===== config.mk =====
export PLATFORM = sky130hd
export DESIGN_NAME = mte_frame_sequencer
export DESIGN_NICKNAME = d
export VERILOG_FILES = /design/src/rtl/mte_frame_sequencer.sv
export SDC_FILE = /design/constraint.sdc
export NUM_CORES = 1
export LEC_CHECK = 0
export ABC_AREA = 1
export ABC_CLOCK_PERIOD_IN_PS = 3000
export CAP_MARGIN = 20
export CORE_ASPECT_RATIO = 1.25
export CORE_MARGIN = 2
export CORE_UTILIZATION = 39
export DETAILED_ROUTE_END_ITERATION = 12
export HOLD_SLACK_MARGIN = 0.1
export PLACE_DENSITY = 0.64
export SYNTH_ARGS = -nofsm -noshare
export SYNTH_HDL_FRONTEND = slang
export SYNTH_SLANG_ARGS = --single-unit

===== constraint.sdc =====
create_clock -name clock -period 3 [get_ports clock]
set_clock_uncertainty 0.2 [all_clocks]
set_input_delay 0.3 -clock clock [delete_from_list [all_inputs] [get_ports clock]]
set_output_delay 0.3 -clock clock [all_outputs]
set_load 0.02 [all_outputs]

===== src/rtl/mte_frame_sequencer.sv =====
// mte_frame_sequencer: sequences one MAC-then-encrypt frame through the byte datapath.
// Input bytes are issued under credit control. Results return DP_LAT cycles later and
// are buffered in a small output FIFO. The per-byte MAC-compare flags are ANDed together
// to produce the frame verdict.
//
// state   | meaning
// --------+-------------------------------------------------------------
// S_IDLE  | waiting for start; len/mode latched on accept
// S_RUN   | issuing input bytes while FIFO credit remains
// S_DRAIN | all bytes issued; waiting for retire and an empty FIFO
// S_DONE  | one-cycle completion pulse; mac_ok/valid_key already updated
module mte_frame_sequencer #(
  parameter int W          = 8,
  parameter int MAX_LEN    = 32,
  parameter int DP_LAT     = 2,
  parameter int FIFO_DEPTH = 4
) (
  input  logic         clock,
  input  logic         reset_n,
  input  logic         start,
  input  logic         mode,
  input  logic [5:0]   len,
  output logic         busy,
  input  logic         s_valid,
  input  logic [W-1:0] s_data,
  output logic         s_ready,
  output logic         dp_issue,
  output logic [W-1:0] dp_in,
  output logic         dp_sel,
  input  logic [W-1:0] dp_out,
  input  logic         dp_eq,
  output logic         m_valid,
  output logic [W-1:0] m_data,
  input  logic         m_ready,
  output logic         done,
  output logic         mac_ok,
  output logic         len_err,
  output logic         valid_key
);

  localparam int AW = (FIFO_DEPTH > 1) ? $clog2(FIFO_DEPTH) : 1;
  localparam int CW = $clog2(FIFO_DEPTH + DP_LAT + 1) + 1;

  typedef enum logic [1:0] {S_IDLE, S_RUN, S_DRAIN, S_DONE} state_t;

  state_t          r_state;
  logic            r_mode;
  logic [5:0]      r_len;
  logic [5:0]      r_issued;
  logic [5:0]      r_retired;
  logic            r_acc_eq;
  logic            r_mac_ok;
  logic            r_len_err;
  logic            r_valid_key;
  logic [DP_LAT-1:0] r_dl;
  logic [W-1:0]    r_mem [FIFO_DEPTH];
  logic [AW-1:0]   r_wr_ptr;
  logic [AW-1:0]   r_rd_ptr;
  logic [CW-1:0]   r_count;

  logic [CW-1:0]   w_inflight;
  logic            w_hs;
  logic            w_tap;
  logic            w_pop;
  logic            w_len_bad;

  assign w_tap     = r_dl[DP_LAT-1];
  assign w_pop     = (r_count != '0) && m_ready;
  assign w_len_bad = (len == 6'd0) || (len > 6'(MAX_LEN));

  // Bytes in flight inside the datapath; they already own a FIFO slot.
  always_comb begin
    w_inflight = '0;
    for (int i = 0; i < DP_LAT; i++) w_inflight = w_inflight + CW'(r_dl[i]);
  end

  assign s_ready   = (r_state == S_RUN) && (r_issued < r_len) &&
                     ((r_count + w_inflight) < CW'(FIFO_DEPTH));
  assign w_hs      = s_valid && s_ready;
  assign dp_issue  = w_hs;
  assign dp_in     = s_data;
  assign dp_sel    = r_mode;
  assign m_valid   = (r_count != '0);
  assign m_data    = r_mem[r_rd_ptr];
  assign busy      = (r_state != S_IDLE);
  assign done      = (r_state == S_DONE);
  assign mac_ok    = r_mac_ok;
  assign len_err   = r_len_err;
  assign valid_key = r_valid_key;

  function automatic logic [AW-1:0] ptr_inc(input logic [AW-1:0] p);
    return (p == AW'(FIFO_DEPTH - 1)) ? '0 : p + AW'(1);
  endfunction

  // Issue delay line: its tap marks the cycle dp_out holds a result.
  always_ff @(posedge clock or negedge reset_n) begin
    if (!reset_n) begin
      r_dl <= '0;
    end else begin
      r_dl[0] <= w_hs;
      for (int i = 1; i < DP_LAT; i++) r_dl[i] <= r_dl[i-1];
    end
  end

  // FIFO storage; contents are only meaningful under the count.
  always_ff @(posedge clock) begin
    if (w_tap) r_mem[r_wr_ptr] <= dp_out;
  end

  // FIFO pointers and occupancy; push comes from the tap, pop from the consumer.
  always_ff @(posedge clock or negedge reset_n) begin
    if (!reset_n) begin
      r_wr_ptr <= '0;
      r_rd_ptr <= '0;
      r_count  <= '0;
    end else begin
      if (w_tap) r_wr_ptr <= ptr_inc(r_wr_ptr);
      if (w_pop) r_rd_ptr <= ptr_inc(r_rd_ptr);
      case ({w_tap, w_pop})
        2'b10:   r_count <= r_count + CW'(1);
        2'b01:   r_count <= r_count - CW'(1);
        default: r_count <= r_count;
      endcase
    end
  end

  // Frame FSM with retire accounting and registered status outputs.
  always_ff @(posedge clock or negedge reset_n) begin
    if (!reset_n) begin
      r_state     <= S_IDLE;
      r_mode      <= 1'b0;
      r_len       <= '0;
      r_issued    <= '0;
      r_retired   <= '0;
      r_acc_eq    <= 1'b1;
      r_mac_ok    <= 1'b0;
      r_len_err   <= 1'b0;
      r_valid_key <= 1'b0;
    end else begin
      if (w_tap) begin
        r_retired <= r_retired + 6'd1;
        if (!r_mode) r_acc_eq <= r_acc_eq & dp_eq;
      end
      case (r_state)
        S_IDLE: begin
          if (start) begin
            r_mode    <= mode;
            r_len     <= len;
            r_issued  <= '0;
            r_retired <= '0;
            r_acc_eq  <= 1'b1;
            r_mac_ok  <= 1'b0;
            if (w_len_bad) begin
              r_len_err   <= 1'b1;
              r_valid_key <= 1'b0;
              r_state     <= S_DONE;
            end else begin
              r_len_err <= 1'b0;
              r_state   <= S_RUN;
            end
          end
        end
        S_RUN: begin
          if (w_hs) begin
            r_issued <= r_issued + 6'd1;
            if ((r_issued + 6'd1) == r_len) r_state <= S_DRAIN;
          end
        end
        S_DRAIN: begin
          if ((r_retired == r_len) && (r_count == '0)) begin
            r_mac_ok    <= r_mode | r_acc_eq;
            r_valid_key <= r_mode | r_acc_eq;
            r_state     <= S_DONE;
          end
        end
        default: r_state <= S_IDLE;
      endcase
    end
  end

endmodule


======== After elaboration in Yosys (flattened, before gate mapping) ========
Memory sizes are Yosys's and may differ from the RTL's.
Index checks and enable logic that the tools add are counted.
storage, ports and cells
  register bits ........................... 35
  memory bits (writable) .................. 32
  input bits .............................. 29
  output and inout port bits .............. 25
  word-level logic and storage cells ...... 88
  memories kept ........................... 1
operators by class
  add/subtract/negate cells ............... 8
  order comparisons ....................... 3
  equality and inequality tests ........... 14
  muxes and demuxes ....................... 28
  bitwise gates (word level) .............. 2
  reductions and logical operators ........ 19
memory list
  name   depth  bits a word  rd ports  clocked after Yosys merged registers in  write ports  line  source
  r_mem  4      8            1         0                                        1            56    logic [W-1:0] r_mem [FIFO_DEPTH];
operator list
  kind                                                                          number
  6-bit two-way mux                                                             5
  2-bit two-way mux                                                             7
  6-bit by 1-bit adder with 6-bit output, second input constant                 2
  6-bit equality test                                                           2
  6-bit one-hot mux with 2 select lines                                         1
  1-bit two-way mux                                                             11
  2-bit equality test, second input constant                                    5
  2-bit != test, second input constant                                          4
  4-bit one-hot mux with 2 select lines                                         1
  4-bit AND reduction                                                           2
  2-bit nonzero test                                                            4
  6-bit > comparator, second input constant                                     1
  6-bit zero test                                                               1
  6-bit less-than comparator                                                    1
  2-bit one-hot mux with 3 select lines                                         1
  3-bit AND reduction                                                           2
  1-bit logical AND                                                             5
  2-bit by 1-bit adder with 2-bit output, second input constant                 2
  4-bit by 1-bit adder with 4-bit output, second input constant                 1
  4-bit by 2-bit adder with 4-bit output                                        1
  2-bit by 1-bit equality test with 1-bit output, second input constant         2
  4-bit zero test                                                               1
  4-bit by 3-bit less-than comparator with 1-bit output, second input constant  1
  1-bit one-hot mux with 2 select lines                                         2
  other kinds (9)                                                               9

======== Depth between registers and ports, before layout ========
Gate-level depths: netlist (run 1).
  depth after elaboration ................. 7
  depth in mapped cells ................... 15

======== Worst setup path after synthesis (run 1) ========
OpenSTA, ideal clock, no wires.
  path kind ............................... register -> register
  from .................................... reg r_count[2]
  to ...................................... reg r_count[3]
  library setup time ...................... 123 ps
  arrival time ............................ 1982 ps
  path slack .............................. 695 ps
  stages on the path, launching flop included .. 14
  buffers on the path ..................... 0
  clock period less this slack ............ 2305 ps
  cells stage by stage .................... dfrtp_1 nor2_2 nand2_1 nand2_1 inv_1 ha_1 ha_1 nand2_1 nor2_1 a211oi_1 nor2_1 nor2_1 nand2_1 xnor2_1
between the ends
  cells in the longest elaborated chain, start to end .. 4
  elaborated cells on any way between the ends .. 8
  those cells by class .................... 2 x add/sub; 2 x eq/ne; 1 x mux; 3 x reduce/logical
RTL lines
  what                                                                                   line  source
  from (decl)                                                                            59    logic [CW-1:0] r_count;
  from (signal assigned)                                                                 120   2'b10: r_count <= r_count + CW'(1);
  from (signal assigned)                                                                 121   2'b01: r_count <= r_count - CW'(1);
  from (signal assigned)                                                                 122   default: r_count <= r_count;
  4-bit nonzero test *                                                                   --
  named net m_valid                                                                      32    output logic m_valid,
  1-bit logical AND *                                                                    68    assign w_pop = (r_count != '0) && m_ready;
  2-bit by 1-bit equality test with 1-bit output or 2-bit equality test (tied branches)  119   case ({w_tap, w_pop})
  4-bit one-hot mux with 2 select lines or 2-bit nonzero test (tied branches)            --
The timed path passes the listed nets; every way through them passes the cells marked *.
A chain may end at the register's enable or synchronous reset.

======== Worst setup path after layout (run 1) ========
  from .................................... reg r_len[5]
  to ...................................... out s_ready
between the ends
  cells in the longest elaborated chain, start to end .. 3
RTL lines
  what                             line  source
  from (decl)                      48    logic [5:0] r_len;
  from (signal assigned)           148   r_len <= len;
  6-bit less-than comparator       77    assign s_ready = (r_state == S_RUN) && (r_issued < r_len) &&
  1-bit logical AND (2 in series)  77
  to (decl)                        26    output logic s_ready,
Every way passes these cells.

==> results of run 1 <==
how the worst max path moves through the flow:
stage / from / endpoint / depth (start not counted)
3_5_place_dp: r_len[5] / dp_issue / 10
3_3_place_gp: r_len[5] / dp_issue / 10
5_1_grt: r_len[5] / s_ready / 9
4_1_cts: r_len[5] / dp_issue / 10
2_1_floorplan: r_count[2] / r_count[3] / 13
6_report: r_len[5] / s_ready / 9
registers in the layout, summed over array words and instances, names as in the netlist, 2 cells and up:
register   count
r_count        4
r_len          6
r_wr_ptr       2
r_rd_ptr       2
r_mem         32
r_dl           2
r_state        2
r_issued       6
r_retired      6
synthesized netlist by cell type:
library cell	instances	share of area
o21bai_1	1	0.0021
fa_1	1	0.0057
buf_6	1	0.0032
a211oi_1	1	0.0021
o22ai_1	8	0.014
inv_2	2	0.0021
nor2_2	3	0.0054
o31ai_1	1	0.0021
edfxtp_1	32	0.27
o21ai_2	7	0.018
clkbuf_1	5	0.0054
nand3_2	2	0.0057
buf_4	9	0.019
nand2_2	5	0.0089
nor2_4	1	0.0032
inv_1	45	0.048
and2_1	1	0.0018
o21ai_0	34	0.049
nor2_1	39	0.042
xor2_1	4	0.010
ha_1	21	0.075
nand2_1	91	0.098
nor3_1	1	0.0014
xnor2_1	5	0.013
o21a_1	1	0.0021
dfstp_2	1	0.0075
dfrtp_1	34	0.24
a21oi_1	8	0.011
nand3_1	12	0.017
nand4_1	4	0.0071
o21bai_2	1	0.0032
metal layers:
metal | track usage | routed length [um] | share of wire | up-vias
met1 | 0.185 | 3050 | 0.42 | 1221
li1 | - | - | - | 1314
met5 | 0 | 0 | 0 | -
met4 | 0.0617 | 115 | 0.016 | 0
met3 | 0.0443 | 307 | 0.043 | 8
met2 | 0.301 | 3720 | 0.52 | 57
through the flow:
step | setup WS [ns] | total power, W | utilization | hold slack [ns] | std cells
global route | 0.0468 | 0.00418 | 0.480 | 0.187 | 543
CTS | 0.102 | 0.00391 | 0.480 | 0.171 | 543
detailed placement | 0.503 | 0.00304 | 0.455 | 0.170 | 527
global placement | 0.535 | 0.00300 | 0.455 | 0.174 | 527
floorplan | 0.695 | 0.00250 | - | -0.196 | 381
finish | 0.225 | 0.00386 | 0.480 | 0.159 | 543
worst reg2reg max path, cell delays in order, from the launching register on:
cell,delay [ns]
dfrtp_1,0.62
inv_1,0.23
ha_1,0.29
ha_1,0.32
nand2_1,0.08
nor2_1,0.04
a211oi_1,0.22
nor2_1,0.06
nor2_1,0.08
nand2_1,0.07
xnor2_1,0.12
power groups by stage:
stage                     clock network, W  registers [W]  logic [W]
after floorplan                          0        0.00133    0.00117
after global placement                   0        0.00136    0.00164
after detailed placement                 0        0.00136    0.00168
after CTS                         0.000873        0.00135    0.00169
after global routing              0.000908        0.00138    0.00190
final                             0.000851        0.00135    0.00166
cell type report:
class / instances / area (um^2) / area share
Tap cell: 120 / 150 / 0.0359
Clock inverter: 7 / 98.8 / 0.0236
Sequential cell: 67 / 1840 / 0.440
Inverter: 47 / 176 / 0.0422
Timing Repair Buffer: 41 / 403 / 0.0964
Multi-Input combinational cell: 252 / 1390 / 0.333
Clock buffer: 9 / 124 / 0.0296
repair_timing:
item / in CTS / in global routing
endpoints found under the setup margin: 0 / 1
hold endpoints to repair: 0 / 0
resized for setup: 0 / 1
kinds of logic (layout without fill, tap and decap cells):
group / Yosys count / in the layout / synth area share
buffers and inverters: 62 / 104 / 0.0782
AO/OA/AOI/OAI: 62 / 62 / 0.104
AND/OR/NAND/NOR: 159 / 159 / 0.190
adder cells (fa/ha/maj): 22 / 22 / 0.0807
XOR/XNOR: 9 / 9 / 0.0225
flip-flops: 67 / 67 / 0.525
==> summary.md, run 1 <==
| Metric | Value |
|---|---|
| Share of layout cells above drive strength 1 | 0.0969 |
| Final-layout fill cell count | 841 |
| CP max stage cell | clkdlybuf4s50_1 |
| Combinational share of power | 0.430 |
| Vias | 2600 |
| Ant. Diodes | 0 |
| Final TNS setup | 0 ns |
| Post-CTS setup buffer count | 0 |
| CTS tree | built |
| R2r endpoint | r_count[3] |
| DRC viols | 0 |
| GRT overflow | 0 |
| Max IR drop VDD | 463 uV |
| Maximum clock rate | 360 MHz |
| H-tree levels | 3 |
| Worst Hold Class | primary input to async pin |
| Leakage | 1.85 nW |
| Commonest non-fill, non-tap cell in the layout | nand2_1 |
| DR iter-0 viols | 99 |
| CP Launch Type | register |
| Die Y-Extent | 110 um |
| Syn Std Cell Area | 0.00350 mm^2 |
| Die W | 88.8 um |
| Critical path arrival | 2.28 ns |
| CP endpoint kind | output pin |
| Vias in the first global route | 2621 |
| Slew HR | 0.686 |
| Root buf cell | clkbuf_8 |
| First-pass GRT wire length | 12200 um |
| Reg-to-reg slack, setup | 0.55 ns |
| Placer Congestion | 0.867 |
| Most used cell, CP | nand2_1 |
| Area of placed instances | 0.00396 mm^2 |
| Clk sink count | 67 |
| GRT Util Overall | 0.167 |
| Final wirelength | 7190 um |
| Final worst path period need | 2.78 ns |
| Syn Nets | 432 |
| Data required time at the worst endpoint | 2.50 ns |
| Initial antenna violation count | 0 |
| Switching share of power | 0.402 |
| Final hold vios | 0 |
| Final Cycle Share | 0.925 |
| Critical Path, Cell by Cell | inv_1, ha_1, nand2_1, inv_1, nand2_1, nand2_1, nor2_1, and2_1, clkdlybuf4s50_1 |
| Routed Antenna Nets | 0 |
| Buf/Inv on CP | 3 |
| Reg power frac | 0.349 |
| Total Die Area | 0.00976 mm^2 |
| Mapped Avg Cell Area | 9.19 um^2 |
| Area grow syn2layout | 19.4% |
| CP max FO | 4 |
| PortBufs | 37 |
| Num rows | 38 |
| Drt first pass iters | 5 |
| Post-Syn Instances | 381 |
| Clk buf depth | 2 |
| CTS clock-pin slew for the worst setup and hold paths | 0.08 ns |
| Cells on worst reg2reg path | 10 |
| Most frequent cells in the layout | 91 x nand2_1, 45 x inv_1, 39 x nor2_1 |
| Initial Util | 0.403 |
| DP HPWL | 5260 um |
| Crit-path max cell delay | 0.60 ns |
| Sw Pwr | 0.00155 W |
| FF+latch count, synth | 67 |
| Hold buffers post-CTS | 0 |
| TritonCTS buffer count | 9 |
| Status | finished clean |
| Largest net degree at the start of global routing | 36 |
| Unrepaired setup endpoints after global routing | false |
| Core area | 0.00870 mm^2 |
| CP top delay family | buffers and inverters |
| Nets@finish | 469 |
| Design Area, Final | 0.00418 mm^2 |
| Least-Margin Pin Slew | 0.471 ns |
| Drt wl/cell | 13.2 um |
| Pwr Density | 922 mW/mm^2 |
| Final setup viols | 0 |
| Post-synthesis sequential area ratio | 0.525 |
| Vias per cell | 4.79 |
| WS Path Type | register to output pin |
| Cell internal pwr | 0.00230 W |
| Distinct cells, synth | 31 |
| I/O pins | 54 |
| Slew Viols, Final | 0 |
| Max-capacitance violation count | 0 |
| Worst r2r src | r_dl[1] |
| Synth warn | 0 |
| Later-pin clock latency in the skew report | 0.35 ns |
| Clock share of power | 0.221 |
No activity file was read; power rests on OpenSTA's default activity.
==> run 2, diff against run 1 <==
- CORE_UTILIZATION: 39 -> 54
- PLACE_DENSITY: 0.64 -> 0.88
==> summary.md, run 2 (synthesized netlist as in run 1, its figures left out) <==
| Metric | Value |
|---|---|
| Status | finished clean |
| First-pass GRT wire length | 12100 um |
| Data required time at the worst endpoint | 2.50 ns |
| Final Cycle Share | 0.930 |
| Slew Viols, Final | 0 |
| CTS clock-pin slew for the worst setup and hold paths | 0.07 ns |
| Area grow syn2layout | 17.5% |
| DRC viols | 0 |
| Design Area, Final | 0.00411 mm^2 |
| Placer Congestion | 0.903 |
| I/O pins | 54 |
| CP Launch Type | register |
| Final hold vios | 0 |
| Slew HR | 0.674 |
| Maximum clock rate | 358 MHz |
| WS Path Type | register to output pin |
| Root buf cell | clkbuf_8 |
| Share of layout cells above drive strength 1 | 0.0972 |
| Least-Margin Pin Slew | 0.489 ns |
| Largest net degree at the start of global routing | 36 |
| Initial antenna violation count | 0 |
| CTS tree | built |
| Leakage | 1.83 nW |
| Met2 Use GR | 0.419 |
| Final setup viols | 0 |
| Post-CTS setup buffer count | 0 |
| DR iter-0 viols | 141 |
| PortBufs | 37 |
| Clk buf depth | 2 |
| Die W | 76.0 um |
| Routed Antenna Nets | 0 |
| Vias | 2644 |
| H-tree levels | 3 |
| Unrepaired setup endpoints after global routing | false |
| Drt first pass iters | 4 |
| Most used cell, CP | nand2_1 |
| Critical path arrival | 2.29 ns |
| Largest register FFs | 32 |
| Drt wl/cell | 14.1 um |
| GRT Util Overall | 0.218 |
| Die Y-Extent | 94.0 um |
| Area of placed instances | 0.00390 mm^2 |
| Max IR drop VDD | 653 uV |
| CP max stage cell | clkdlybuf4s50_1 |
| Final worst path period need | 2.79 ns |
| Most frequent cells in the layout | 91 x nand2_1, 45 x inv_1, 39 x nor2_1 |
| Max-capacitance violation count | 0 |
| Final wirelength | 7130 um |
| Later-pin clock latency in the skew report | 0.35 ns |
| Largest Register | r_mem |
| Critical Path, Cell by Cell | inv_1, ha_1, nand2_1, nor2_1, nand2_1, nand2_1, nor2_1, and2_1, clkdlybuf4s50_1 |
| Met1 global-route usage | 0.227 |
| CP max FO | 4 |
| Nets@finish | 468 |
| Final-layout fill cell count | 481 |
| Top Usage Layer GRT | met2 |
| Worst Hold Class | primary input to async pin |
| Crit-path max cell delay | 0.59 ns |
| DP HPWL | 5130 um |
| Num rows | 32 |
| Ant. Diodes | 0 |
| Final TNS setup | 0 ns |
| Core area | 0.00621 mm^2 |
| Initial Util | 0.564 |
| Buf/Inv on CP | 2 |
| Total power draw | 0.00381 W |
| CP top delay family | buffers and inverters |
| Pwr Density | 926 mW/mm^2 |
| Grt met3 use | 0.0519 |
| GRT overflow | 0 |
| TritonCTS buffer count | 9 |
| CP endpoint kind | output pin |
| Total Die Area | 0.00715 mm^2 |
| Vias per cell | 5.21 |
| Vias in the first global route | 2765 |
| Clk sink count | 67 |
| Commonest non-fill, non-tap cell in the layout | nand2_1 |
run 2: cell types whose count changed in the layout (fill, tap and decap cells not counted):
| cell | delta |
|---|---|
| clkinv_1 | -1 |
| buf_4 | -1 |
| bufinv_16 | -1 |
| clkinvlp_4 | +1 |
| inv_8 | +1 |
run 2: final cells by class:
class / count / area, um^2 / area share
flip-flops and latches: 67 / 1840 / 0.447
well taps: 85 / 106 / 0.0259
repair buffers: 40 / 395 / 0.0961
clock buffers: 9 / 124 / 0.0301
clock inverters: 7 / 83.8 / 0.0204
inverters: 47 / 176 / 0.0429
multi-input cells: 252 / 1390 / 0.338
run 2: worst reg2reg max path: cells and delay by family (launching register included):
family	cells	cell delay, ns
compound gates	1	0.26
buf+inv	1	0.19
fa+ha+maj	2	0.60
xor+xnor	1	0.12
flops	1	0.62
simple gates	5	0.37
run 2: path summary, 6_finish.rpt:
kind | start | end | slack (ns) | cells past startpoint
worst max-delay path | r_len[3] | s_ready | 0.21 | 9
worst min-delay path | reset_n | r_issued[1] | 0.17 | 2
worst max register to register | r_dl[1] | r_count[3] | 0.53 | 10
worst min register to register | r_dl[0] | r_dl[1] | 0.19 | 0
max in group asynchronous | reset_n | r_acc_eq | 2.10 | 2
min in group clock | r_dl[0] | r_dl[1] | 0.19 | 0
run 2: through the flow:
stage | util | setup WS (ns) | instances | hold slack (ns)
2_1_floorplan | - | 0.695 | 381 | -0.196
3_3_place_gp | 0.629 | 0.618 | 491 | 0.172
3_5_place_dp | 0.629 | 0.509 | 491 | 0.179
4_1_cts | 0.663 | 0.160 | 507 | 0.182
5_1_grt | 0.663 | 0.0345 | 507 | 0.200
6_report | 0.663 | 0.209 | 507 | 0.165
run 2: layer usage:
metal	share of wire	up-vias
met5	0	-
met4	0.016	0
met3	0.040	12
met2	0.56	59
met1	0.38	1260
li1	-	1313
run 2: power by group:
part / switching [W] / leakage, nW / internal, W / total [W]
clock: 0.000379 / 0.102 / 0.000397 / 0.000777
sequential: 0.000203 / 0.738 / 0.00115 / 0.00135
combinational: 0.00100 / 0.993 / 0.000679 / 0.00168
total: 0.00159 / 1.83 / 0.00222 / 0.00381
run 2: what timing repair did:
item	in CTS	in global routing
endpoints found under the setup margin	0	1
hold buffers	0	0
gates resized for setup	0	1
==> run 3, diff against run 2 <==
- PLACE_DENSITY: 0.88 -> default
- PLACE_DENSITY_LB_ADDON: default -> 0.3
- TNS_END_PERCENT: default -> 20
==> summary.md, run 3 (synthesized netlist as in run 1, its figures left out) <==
| Metric | Value |
|---|---|
| Met1 global-route usage | 0.241 |
| DP HPWL | 5110 um |
| CTS clock-pin slew for the worst setup and hold paths | 0.08 ns |
| Nets@finish | 469 |
| Setup slack after layout | 0.191 ns |
| Sw Pwr | 0.00156 W |
| Share of layout cells above drive strength 1 | 0.0993 |
| Die W | 76.0 um |
| CP max FO | 4 |
| Final wirelength | 7130 um |
| Largest Register | r_mem |
| GRT Util Overall | 0.217 |
| Total power draw | 0.00378 W |
| Clock share of power | 0.198 |
| Data required time at the worst endpoint | 2.50 ns |
| PortBufs | 37 |
| Total Die Area | 0.00715 mm^2 |
| Hold buffers post-CTS | 0 |
| Vias per cell | 5.17 |
| Placer Congestion | 0.813 |
| DR iter-0 viols | 99 |
| Routed Antenna Nets | 0 |
| Clk buf depth | 2 |
| Max IR drop VDD | 619 uV |
| Cells on worst reg2reg path | 13 |
| Ant. Diodes | 0 |
| Status | finished clean |
| Final setup viols | 0 |
| Worst r2r src | r_count[1] |
| Post-CTS setup buffer count | 0 |
| Initial antenna violation count | 0 |
| Drt first pass iters | 4 |
| Final TNS setup | 0 ns |
| CP endpoint kind | output pin |
| Critical path arrival | 2.31 ns |
| Num rows | 32 |
| Utilization after layout | 0.663 |
| Area grow syn2layout | 17.4% |
| Drt wl/cell | 14.0 um |
| CTS tree | built |
| Clk sink count | 67 |
| Final Cycle Share | 0.936 |
| Pre-CTS setup slack | 0.518 ns |
| Max-capacitance violation count | 0 |
| Root buf cell | clkbuf_8 |
| Least-Margin Pin Slew | 0.490 ns |
| Final worst path period need | 2.81 ns |
| Core area | 0.00621 mm^2 |
| H-tree levels | 3 |
| WS Path Type | register to output pin |
| Slew Viols, Final | 0 |
| I/O pins | 54 |
| Pwr Density | 921 mW/mm^2 |
| Met2 Use GR | 0.387 |
| Switching share of power | 0.413 |
| CTS resizes | 0 |
| CP startpoint | r_len[5] |
| GRT overflow | 0 |
| Reg power frac | 0.360 |
| TritonCTS buffer count | 9 |
| Combinational share of power | 0.442 |
| Initial Util | 0.564 |
| Maximum clock rate | 356 MHz |
| Worst Hold Class | primary input to async pin |
| Largest register FFs | 32 |
| Commonest non-fill, non-tap cell in the layout | nand2_1 |
| Most frequent cells in the layout | 91 x nand2_1, 45 x inv_1, 39 x nor2_1 |
| Vias in the first global route | 2635 |
| First-pass GRT wire length | 11900 um |
| Largest net degree at the start of global routing | 36 |
| CP Launch Type | register |
| Vias | 2625 |
| Final hold vios | 0 |
| Slew HR | 0.673 |
| Grt met3 use | 0.0587 |
| Leakage | 1.81 nW |
| DRC viols | 0 |
| Later-pin clock latency in the skew report | 0.35 ns |
| Cell internal pwr | 0.00222 W |
| Unrepaired setup endpoints after global routing | false |
| Die Y-Extent | 94.0 um |
| Top Usage Layer GRT | met2 |
## run 3: cell types whose count changed in the layout (fill, tap and decap cells not counted), sizes merged
cell / change
buf: +1
dlymetal6s2s: -1
clkinv: +1
clkdlybuf4s50: +1
inv: -2
clkinvlp: +1
## run 3: power groups by stage
stage / registers (W) / clock network, W / logic [W]
after CTS: 0.00136 / 0.000769 / 0.00169
after global routing: 0.00139 / 0.000807 / 0.00190
after floorplan: 0.00133 / 0 / 0.00117
final: 0.00136 / 0.000751 / 0.00167
after global placement: 0.00137 / 0 / 0.00164
after detailed placement: 0.00138 / 0 / 0.00169
## run 3: routing by layer
layer,vias up,wire length [um]
li1,1313,-
met1,1221,2920
met2,74,3700
met3,17,310
met4,0,197
met5,-,0
## run 3: path summary, 6_finish.rpt
check	to	slack (ns)
setup / recovery	dp_issue	0.19
hold / removal	r_state[1]	0.17
setup reg to reg	r_count[3]	0.46
hold reg to reg	r_dl[1]	0.28
max in group asynchronous	r_acc_eq	2.08
min in group clock	r_dl[1]	0.28
## run 3: critical path: stages, from the launching register on
cell and delay, ns:
dfrtp_1 0.42, inv_1 0.09, ha_1 0.31, nand2_1 0.09
nor2_1 0.05, nand2_1 0.06, nand2_1 0.04, nor2_1 0.14
nand3_2 0.10, inv_1 0.08, clkdlybuf4s50_1 0.60
## run 3: cell type report
class	count	area (um^2)
fill	514	2090
multi-input combinational	252	1390
sequential	67	1840
inverter	47	176
timing repair buffer	41	400
clock buffer	9	124
tap	85	106
clock inverter	7	76.3
## run 3: metrics by stage
step / hold slack, ns / area (um^2) / std cells
6_report: 0.166 / 4110 / 508
2_1_floorplan: -0.196 / 3500 / 381
5_1_grt: 0.211 / 4110 / 508
3_3_place_gp: 0.244 / 3910 / 492
3_5_place_dp: 0.235 / 3910 / 492
4_1_cts: 0.175 / 4110 / 508
